`src/rtl/mem_access_unit.sv`:
```
`default_nettype none
// ============================================================================
// Module      : mem_access_unit
// Description : Load/store sequencer for a 64-bit doubleword-addressed
//               synchronous data memory. Loads are lane-extracted and
//               sign/zero-extended; sub-doubleword stores are performed as
//               read-modify-write. Misaligned and illegal requests fault.
// Revision    : 1.0 - initial release
// ============================================================================
module mem_access_unit #(
    parameter int MEM_LATENCY = 1,
    parameter int ADDR_W      = 64
) (
    input  logic              clk,
    input  logic              reset,
    input  logic              req_load,
    input  logic              req_store,
    input  logic [2:0]        func3,
    input  logic [ADDR_W-1:0] addr,
    input  logic [63:0]       store_data,
    output logic              busy,
    output logic              done,
    output logic [63:0]       load_data,
    output logic              fault,
    output logic              fault_cause,
    output logic [ADDR_W-1:0] mem_addr,
    output logic              mem_wr,
    output logic [63:0]       mem_wdata,
    input  logic [63:0]       mem_rdata
);

    localparam int                 c_CNT_W    = (MEM_LATENCY > 1) ? $clog2(MEM_LATENCY) : 1;
    localparam logic [c_CNT_W-1:0] c_CNT_INIT = c_CNT_W'(MEM_LATENCY - 1);

    localparam logic [2:0] c_ST_IDLE    = 3'd0;
    localparam logic [2:0] c_ST_RD_WAIT = 3'd1;
    localparam logic [2:0] c_ST_WRITE   = 3'd2;
    localparam logic [2:0] c_ST_DONE    = 3'd3;
    localparam logic [2:0] c_ST_FAULT   = 3'd4;

    logic [2:0]         r_state;
    logic [2:0]         w_state_nxt;
    logic               w_cause_nxt;
    logic [2:0]         r_func3;
    logic [2:0]         r_lane;
    logic [63:0]        r_sdata;
    logic               r_is_load;
    logic [c_CNT_W-1:0] r_cnt;

    logic               w_req;
    logic               w_illegal;
    logic               w_misal;
    logic               w_accept;
    logic               w_sample;
    logic [5:0]         w_shift;
    logic [63:0]        w_rd_sh;
    logic [63:0]        w_size_mask;
    logic [63:0]        w_ext;
    logic [63:0]        w_merge;
    logic               w_sign;

    assign w_req     = req_load | req_store;
    assign w_illegal = (req_load & req_store) | (req_load & (func3 == 3'b111)) | (req_store & func3[2]);
    assign w_accept  = (r_state == c_ST_IDLE) & w_req;
    assign w_sample  = (r_state == c_ST_RD_WAIT) & (r_cnt == '0);

    // Alignment check on the incoming request, by access size
    always_comb begin
        w_misal = 1'b0;
        case (func3[1:0])
            2'b01:   w_misal = addr[0];
            2'b10:   w_misal = |addr[1:0];
            2'b11:   w_misal = |addr[2:0];
            default: w_misal = 1'b0;
        endcase
    end

    // State register
    always_ff @(posedge clk or posedge reset) begin
        if (reset) r_state <= c_ST_IDLE;
        else       r_state <= w_state_nxt;
    end

    // Next-state decode; fault priority is illegal before misaligned
    always_comb begin
        w_state_nxt = r_state;
        w_cause_nxt = 1'b0;
        case (r_state)
            c_ST_IDLE: begin
                if (w_req) begin
                    if (w_illegal) begin
                        w_state_nxt = c_ST_FAULT;
                        w_cause_nxt = 1'b1;
                    end else if (w_misal) begin
                        w_state_nxt = c_ST_FAULT;
                    end else if (req_load || (func3[1:0] != 2'b11)) begin
                        w_state_nxt = c_ST_RD_WAIT;
                    end else begin
                        w_state_nxt = c_ST_WRITE;
                    end
                end
            end
            c_ST_RD_WAIT: if (r_cnt == '0) w_state_nxt = r_is_load ? c_ST_DONE : c_ST_WRITE;
            c_ST_WRITE:   w_state_nxt = c_ST_DONE;
            c_ST_DONE:    w_state_nxt = c_ST_IDLE;
            c_ST_FAULT:   w_state_nxt = c_ST_IDLE;
            default:      w_state_nxt = c_ST_IDLE;
        endcase
    end

    // Control outputs registered from the next state so they align with it
    always_ff @(posedge clk or posedge reset) begin
        if (reset) begin
            busy        <= 1'b0;
            done        <= 1'b0;
            fault       <= 1'b0;
            fault_cause <= 1'b0;
            mem_wr      <= 1'b0;
        end else begin
            busy        <= (w_state_nxt != c_ST_IDLE);
            done        <= (w_state_nxt == c_ST_DONE) | (w_state_nxt == c_ST_FAULT);
            fault       <= (w_state_nxt == c_ST_FAULT);
            fault_cause <= (w_state_nxt == c_ST_FAULT) & w_cause_nxt;
            mem_wr      <= (w_state_nxt == c_ST_WRITE);
        end
    end

    // Lane extraction, extension and store merge on the returned doubleword
    always_comb begin
        w_shift     = {r_lane, 3'b000};
        w_rd_sh     = mem_rdata >> w_shift;
        w_sign      = ~r_func3[2];
        w_size_mask = 64'hFFFF_FFFF_FFFF_FFFF;
        w_ext       = w_rd_sh;
        case (r_func3[1:0])
            2'b00: begin
                w_size_mask = 64'h0000_0000_0000_00FF;
                w_ext       = {{56{w_sign & w_rd_sh[7]}}, w_rd_sh[7:0]};
            end
            2'b01: begin
                w_size_mask = 64'h0000_0000_0000_FFFF;
                w_ext       = {{48{w_sign & w_rd_sh[15]}}, w_rd_sh[15:0]};
            end
            2'b10: begin
                w_size_mask = 64'h0000_0000_FFFF_FFFF;
                w_ext       = {{32{w_sign & w_rd_sh[31]}}, w_rd_sh[31:0]};
            end
            default: begin
                w_size_mask = 64'hFFFF_FFFF_FFFF_FFFF;
                w_ext       = w_rd_sh;
            end
        endcase
        w_merge = (mem_rdata & ~(w_size_mask << w_shift)) | ((r_sdata & w_size_mask) << w_shift);
    end

    // Request capture, latency counter and data-path result registers
    always_ff @(posedge clk or posedge reset) begin
        if (reset) begin
            r_func3   <= 3'b000;
            r_lane    <= 3'b000;
            r_sdata   <= 64'd0;
            r_is_load <= 1'b0;
            r_cnt     <= '0;
            mem_addr  <= '0;
            mem_wdata <= 64'd0;
            load_data <= 64'd0;
        end else begin
            if (w_accept) begin
                r_func3   <= func3;
                r_lane    <= addr[2:0];
                r_sdata   <= store_data;
                r_is_load <= req_load;
                r_cnt     <= c_CNT_INIT;
                mem_addr  <= {addr[ADDR_W-1:3], 3'b000};
                if (req_store) mem_wdata <= store_data;
            end else if (r_state == c_ST_RD_WAIT && r_cnt != '0) begin
                r_cnt <= r_cnt - 1'b1;
            end
            if (w_sample) begin
                if (r_is_load) load_data <= w_ext;
                else           mem_wdata <= w_merge;
            end
        end
    end

endmodule
`default_nettype wire

```
`config.mk`:
```
export PLATFORM = sky130hd
export DESIGN_NAME = mem_access_unit
export DESIGN_NICKNAME = d
export VERILOG_FILES = /design/src/rtl/mem_access_unit.sv
export SDC_FILE = /design/constraint.sdc
export NUM_CORES = 1
export LEC_CHECK = 0
export CAP_MARGIN = 20
export CORE_MARGIN = 1
export CORE_UTILIZATION = 45
export DETAILED_ROUTE_END_ITERATION = 8
export GPL_TIMING_DRIVEN = 0
export PLACE_DENSITY = 0.89
export SYNTH_ARGS = -nofsm -noshare
export SYNTH_HDL_FRONTEND = slang
export SYNTH_SLANG_ARGS = --single-unit
```
`constraint.sdc`:
```
create_clock -name clk -period 8.36 [get_ports clk]
set_input_delay 0.836 -clock clk [delete_from_list [all_inputs] [get_ports clk]]
set_output_delay 0.836 -clock clk [all_outputs]
set_load 0.03 [all_outputs]
```
==> summary.md, run 1 <==
| Metric | Value |
|---|---|
| Clock buffer depth | 3 |
| RSZ-0062 raised after global routing | false |
| Status | finished, final reports clean |
| MaxCap Viol Count | 0 |
| Commonest cells post-synth | 608 x nand2_1, 269 x dfrtp_1, 91 x a31oi_1, 81 x nor2_1, 76 x clkbuf_1 |
| R2R cell count | 7 |
| # rows | 65 |
| Vias | 16500 |
| Clock Skew | 17.6 ps |
| Post-place instance area | between 15000 and 20000 sq um |
| Post-Synthesis Cells | between 1500 and 2000 |
| Setup violations, final | 0 |
| Routability cong. | about 1.1 |
| Max layer used | met4 |
| Post-synth ARST share | 100% |
| Routed met3 length | about 9700 microns |
| DP HPWL | roughly 62000 microns |
| Slew Viols, Final | 0 |
| Register area share after synthesis | 45.6% |
| Flop pwr share | between 20% and 30% |
| Antenna violations before repair | 3 |
| M1 wire length | 27600 microns |
| Number of synthesized flops with an enable pin | 0 |
| Clock tree from TritonCTS | done |
| Final wirelength | approximately 80000 microns |
| Switching part of the total | 51.8% |
| Switch Pwr | 5.23 mW |
| Clock network power share | 13.1% |
| Vias in the first global route | between 15000 and 20000 |
| Total core area | roughly 32000 sq um |
| Part of the cycle the worst path needs | between 40% and 50% |
| Static leakage | approximately 8.9 nW |
| PortBufs | between 300 and 400 |
| Routed length per instance | between 30 and 40 microns |
| R2R Path Start | r_lane[1] |
| Post-route cell area | roughly 20000 sq um |
| Kind of critical path | flop to flop |
| Fin. Hold Viols | 0 |
| Mean post-synth cell area | roughly 8.7 sq um |
| Area growth, synth to finish | 37.5% |
| Root Driver | clkbuf_16 |
| DRC | 0 |
| Largest family of logic cells by synthesized area | simple AND/OR/NAND/NOR gates |
| GRT Residual Overflow | 0 |
| Final ANT Viol Nets | 0 |
| Starting Density | approximately 46% |
| Final core utilization | 63.6% |
| Worst setup SP type | flop |
| Top_reg_cell synth | dfrtp_1 |
| Maximum vdd drop | 311 uV |
| Worst setup margin | 4840 ps |
| XOR/XNOR share of the synthesized area | 0% |
| Ports | just under 400 |
| Initial drt markers | roughly 2100 |
| Crit-path max FO | 10 |
| Mapped Area | about 15000 sq um |
| Compound-cell area share of the yosys netlist | 17.3% |
| Worst Hold Endpoint | mem_addr[13] |
| Worst hold slack | between 400 and 500 ps |
| Num Clock Sinks | around 270 |
| Insertion delay to the later sink of the worst-skew pair | about 590 ps |
| Hold path depth | 2 |
| H-Tree Depth | 1 |
| Finished Layout Cells | about 2600 |
| Share of cells above drive strength 1 | between 8 and 9% |
| Synth Area in Simple Gates | ~22% |
| Die area | ~34000 sq um |
| Routed wl met2 | 36000 microns |
| Critical Path AT | around 3900 ps |
| Area leader, netlist | dfrtp_1 |
| Post-CTS Setup Repair Bufs | 0 |
| Die Y | between 150 and 200 microns |
| Post-synthesis adder-cell area fraction | 0% |
| Global-route wire length before repair | 112000 microns |
| Via density | about 6.4 |
| Worst slack, placed | 4910 ps |
| Setup TNS | 0 ps |
| Worst-path clk slew | about 70 ps |
| Hold path startpoint | mem_addr[13] |
| Reg2reg setup slack | 4840 ps |
| Tightest Pin Transition | approximately 1200 ps |
| Worst EP required | between 8000 and 9000 ps |
| TritonCTS buffer count | 29 |
| #FFs+latches synth | 269 |
| Fraction of synthesized area in multiplexers | about 10% |
| Largest net degree at the start of global routing | 132 |
| Final net count | 2315 |
| Internal power | roughly 4.9 mW |
| Crit. End Element | flop |
| Gr usage total | around 47% |
| Minimum clock period | between 3000 and 4000 ps |
| Top-area cell type share of the netlist area | 45.6% |
| Most area-consuming cells after synthesis | dfrtp_1 46%, nand2_1 15%, mux2i_1 4.5% |
| Final Power | a little over 10 mW |
| Critical R2R Capture | mem_wdata[38] |
| Most frequent cell after synthesis | nand2_1 |
| Post-synth cell types | 64 |
| Max-slew headroom | between 20 and 25% |
| Synth Warn # | 0 |
| Gate power share | 61.3% |
| Die W | 183 microns |
| DR pass1 iterations | 8 |
| Peak Freq | approximately 0.28 GHz |
| CTS Hold Buffers Added | 0 |
| CTS resizes | 0 |
| Pwr Density | 498 nW/um^2 |
| Worst Hold Class | flop to flop |
| Placed cell count | ~2500 |
-- worst max path at each step --
| stage | start | to | depth (start not counted) |
|---|---|---|---|
| floorplan | reset | busy | 1 |
| global placement | reset | load_data[54] | 2 |
| detailed placement | mem_rdata[31] | load_data[58] | 7 |
| CTS | r_lane[1] | mem_wdata[38] | 7 |
| global route | r_lane[1] | mem_wdata[38] | 7 |
| finish | r_lane[1] | mem_wdata[38] | 7 |
-- cell usage in the layout (no fill, tap or decap), types with 6 or more instances in the layout --
cell type	n
a222oi_1	11
nor2_1	81
a31oi_1	91
mux2_2	24
nand3b_1	6
a32oi_1	9
buf_4	17
a221oi_1	22
o22a_1	8
clkdlybuf4s50_1	392
clkbuf_16	29
mux2i_1	66
o2bb2ai_1	15
dfrtp_1	269
nand2b_1	10
a22o_1	18
inv_1	7
a22oi_1	29
buf_2	38
and3_1	21
and2_1	8
clkbuf_8	9
clkbuf_1	81
nor3_1	6
mux4_2	26
nand3_1	10
nand2_1	608
nor2b_1	27
a211oi_1	14
a21o_1	8
a21oi_1	50
buf_1	7
o21ai_0	38
-- logic make-up after synthesis --
group | count (synthesis)
AO/OA/AOI/OAI | 359
buffers and inverters | 151
flip-flops | 269
multiplexers | 116
other | 1
AND/OR/NAND/NOR | 791
-- area by class of cell --
cell class	count	area, sq um
Inverter	10	45.0
Clock buffer	43	868
Multi-Input combinational cell	1269	7330
Timing Repair Buffer	396	3990
Sequential cell	269	6730
Antenna cell	2	5.00
Clock inverter	9	95.1
Buffer	141	671
Tap cell	435	544
Fill cell	2517	11600
-- routing by layer --
layer,GRT usage [%],vias to the layer above
met2,75.2,1417
li1,-,6750
met5,0,-
met3,13.3,352
met4,31.8,0
met1,54.7,7988
-- registers in the layout (all words and copies together) (netlist names) --
| signal | flops |
|---|---|
| r_cnt | 1 |
| done | 1 |
| r_is_load | 1 |
| load_data | 64 |
| mem_addr | 61 |
| fault_cause | 1 |
| mem_wr | 1 |
| busy | 1 |
| r_state | 3 |
| r_lane | 3 |
| mem_wdata | 64 |
| fault | 1 |
| r_sdata | 64 |
| r_func3 | 3 |
-- worst max-delay path, cell delays in order, from the launching register on --
cell      delay, ps
dfrtp_1         550
buf_6           210
buf_4           230
nand2_1         180
nor2_1          820
a211oi_2        300
a221oi_1        950
a31oi_1         110
-- power groups by stage --
stage / combinational [mW] / sequential (mW) / clock (mW)
after floorplan: 2.63 / 3.25 / 0
after global placement: 5.88 / 2.52 / 0
after detailed placement: 6.00 / 2.55 / 0
after CTS: 6.04 / 2.54 / 1.32
after global routing: 6.42 / 2.61 / 1.37
final: 6.20 / 2.58 / 1.33
Power figures use the tool's default switching activity.
==> run 2, diff against run 1 <==
==> constraint.sdc (replaced) <==
create_clock -name clk -period 3.1 [get_ports clk]
set_input_delay 0.31 -clock clk [delete_from_list [all_inputs] [get_ports clk]]
set_output_delay 0.31 -clock clk [all_outputs]
set_load 0.03 [all_outputs]
==> run 2 against run 1 <==
  * The run now ends with setup timing left
  * Non-clock buffer count up 4
  * Combinational power rose to 2.7 times the previous value
  * Critical path depth unchanged
  * Core utilization up 0.11 points
  * Count of clock-buffer cells in the layout down 4
  * Wire length down 1.8%
  * Critical endpoint is now mem_wdata[30]
  * Largest cell class unchanged
==> summary.md, run 2 (synthesis results as in run 1) <==
| Metric | Value |
|---|---|
| Status | finished with violations (was finished, final reports clean) |
| Violated checks | setup timing |
| Switching part of the total | 51.9% (was 51.8%) |
| Hold path startpoint | addr[3] (was mem_addr[13]) |
| Global-route wire length before repair | 111000 microns (was 112000 microns) |
| Final net count | 2318 (was 2315) |
| Internal power | 13.0 mW (was 4.88 mW) |
| Peak Freq | 0.322 GHz (was 0.284 GHz) |
| Most common cell after layout, fill and taps aside | nand2_1 (unchanged) |
| Initial drt markers | 2033 (was 2056) |
| Finished Layout Cells | 2575 (was 2574) |
| Worst path top cell family by delay | buffers and inverters (was compound AO/OA/AOI/OAI gates) |
| Most frequent cells in the layout | 608 x nand2_1, 392 x clkdlybuf4s50_1, 269 x dfrtp_1, 91 x a31oi_1 (unchanged) |
| Setup violations, final | 1 (was 0) |
| Vias in the first global route | 16400 (was 16500) |
| Total core area | 31900 sq um (unchanged) |
| R2R Path Start | r_lane[2] (was r_lane[1]) |
| Slew Viols, Final | 0 (unchanged) |
| WP buf/inv | 5 (was 2) |
| GRT Residual Overflow | 0 (unchanged) |
| Clock tree from TritonCTS | done (unchanged) |
| Final Power | 27.0 mW (was 10.1 mW) |
| Clock buffer depth | 3 (unchanged) |
| Maximum vdd drop | 872 uV (was 311 uV) |
| Antenna violations before repair | 2 (was 3) |
| Clock network power share | 12.5% (was 13.1%) |
| Gr usage total | 46.3% (was 46.9%) |
| Kind of critical path | flop to flop (unchanged) |
| Worst setup SP type | flop (unchanged) |
| Gate power share | 61.6% (was 61.3%) |
| Final ANT Viol Nets | 0 (unchanged) |
| Flop pwr share | 25.9% (was 25.6%) |
| DRC | 0 (unchanged) |
| Critical Path AT | 3550 ps (was 3930 ps) |
| Die Y | 183 microns (unchanged) |
| Die area | 33500 sq um (unchanged) |
| Share of cells above drive strength 1 | 8.70% (was 8.38%) |
| Ports | 396 (unchanged) |
| Max-slew headroom | 15.0% (was 22.4%) |
| Tightest Pin Transition | 1270 ps (was 1150 ps) |
| Crit-path cells | buf_2 -> buf_4 -> inv_2 -> buf_2 -> clkbuf_1 -> a221oi_1 -> a31oi_1 (was buf_6 -> buf_4 -> nand2_1 -> nor2_1 -> a211oi_2 -> a221oi_1 -> a31oi_1) |
| RSZ-0062 raised after global routing | false (unchanged) |
| Part of the cycle the worst path needs | 100% (was 42.0%) |
| Fin. Hold Viols | 0 (unchanged) |
| Crit. End Element | flop (unchanged) |
| Worst EP required | 3540 ps (was 8780 ps) |
| Crit path max-delay cell type | a221oi_1 (unchanged) |
| Final wirelength | 78300 microns (was 79700 microns) |
| MaxCap Viol Count | 0 (unchanged) |
| Worst setup margin | -9.23 ps (was 4840 ps) |
| Clock Skew | 49.2 ps (was 17.6 ps) |
| Switch Pwr | 14.0 mW (was 5.23 mW) |
| Root Driver | clkbuf_16 (unchanged) |
| Largest net degree at the start of global routing | 44 (was 132) |
| DP HPWL | 60800 microns (was 61600 microns) |
| Area growth, synth to finish | 37.7% (was 37.5%) |
| Placed cell count | 2524 (was 2520) |
| Post-CTS Setup Repair Bufs | 0 (unchanged) |
| Static leakage | 8.87 nW (was 8.86 nW) |
| TritonCTS buffer count | 28 (was 29) |
| Setup crit start | r_lane[2] (was r_lane[1]) |
| DR pass1 iterations | 8 (unchanged) |
| Crit path largest cell delay | 840 ps (was 950 ps) |
| Via density | 6.38 (was 6.41) |
| Regs by FF count | load_data: 64 flops, mem_wdata: 64 flops, r_sdata: 64 flops (unchanged) |
| Minimum clock period | 3110 ps (was 3520 ps) |
| Starting Density | 46.3% (unchanged) |
| Vias | 16400 (was 16500) |
| Pwr Density | 1330 nW/um^2 (was 498 nW/um^2) |
| Worst hold slack | 236 ps (was 475 ps) |
| Final core utilization | 63.7% (was 63.6%) |
| H-Tree Depth | 1 (unchanged) |
| Num Clock Sinks | 269 (unchanged) |
| Worst-path clk slew | 60 ps (was 70 ps) |
| Insertion delay to the later sink of the worst-skew pair | 600 ps (was 590 ps) |
| Cell repeated most along the worst path | buf_2 |
| Worst Hold Class | input port to flop (was flop to flop) |
| Die W | 183 microns (unchanged) |
| # rows | 65 (unchanged) |
| Routed length per instance | 30.4 microns (was 30.9 microns) |
| Crit-path max FO | 10 (unchanged) |
| Routability cong. | 1.05 (about the same) |
| PortBufs | 392 (unchanged) |
[run 2: area by class of cell]
class                           instances  area [sq um]
Sequential cell                       269          6730
Clock inverter                         11           118
Antenna cell                            1          2.50
Clock buffer                           39           782
Multi-Input combinational cell       1269          7350
Inverter                               10          41.3
Timing Repair Buffer                  400          4080
Tap cell                              435           544
Fill cell                            2501         11600
Buffer                                141           673
[run 2: stage by stage]
stage	TNS [ps]	setup slack [ps]	area, sq um
5_1_grt	0	12.3	20300
3_3_place_gp	-672010	-2530	19200
4_1_cts	0	65.8	20300
2_1_floorplan	-205370	-763	14800
3_5_place_dp	-61.9	-54.3	19400
6_report	-9.23	-9.23	20300
[run 2: path summary, 6_finish.rpt]
kind / end / slack, ps / depth (start not counted)
max in group asynchronous: r_sdata[60] / 1410 / 6
worst min-delay path: mem_addr[3] / 240 / 3
worst min register to register: mem_addr[60] / 470 / 2
worst max register to register: mem_wdata[30] / -9 / 7
worst max-delay path: mem_wdata[30] / -9 / 7
min in group asynchronous: mem_addr[60] / 270 / 2
[run 2: worst min-delay path, stage by stage]
cell             delay (ps)
clkdlybuf4s50_1         390
nand2_1                  50
nand2_1                  40
[run 2: power by group through the flow]
stage / clock network (mW) / logic, mW / registers, mW
after floorplan: 0 / 7.10 / 8.76
after global placement: 0 / 15.8 / 6.82
after detailed placement: 0 / 16.1 / 6.87
after CTS: 3.35 / 16.2 / 6.85
after global routing: 3.48 / 17.3 / 7.05
final: 3.36 / 16.6 / 6.99
[run 2: per-layer routing]
metal | up-vias | GRT usage, % | wire [microns] | part of all wire [%]
met3 | 333 | 13.2 | 9140 | 12
met2 | 1331 | 73.6 | 35400 | 45
met1 | 8006 | 54.9 | 27700 | 35
met4 | 2 | 30.0 | 6020 | 7.7
li1 | 6756 | - | - | -
met5 | - | 0 | 16 | 0.020
[run 2: timing repair]
| action | in CTS | in global routing |
|---|---|---|
| hold buffers | 0 | 0 |
| setup endpoints to repair | 3 | 6 |
| resized for setup | 3 | 4 |
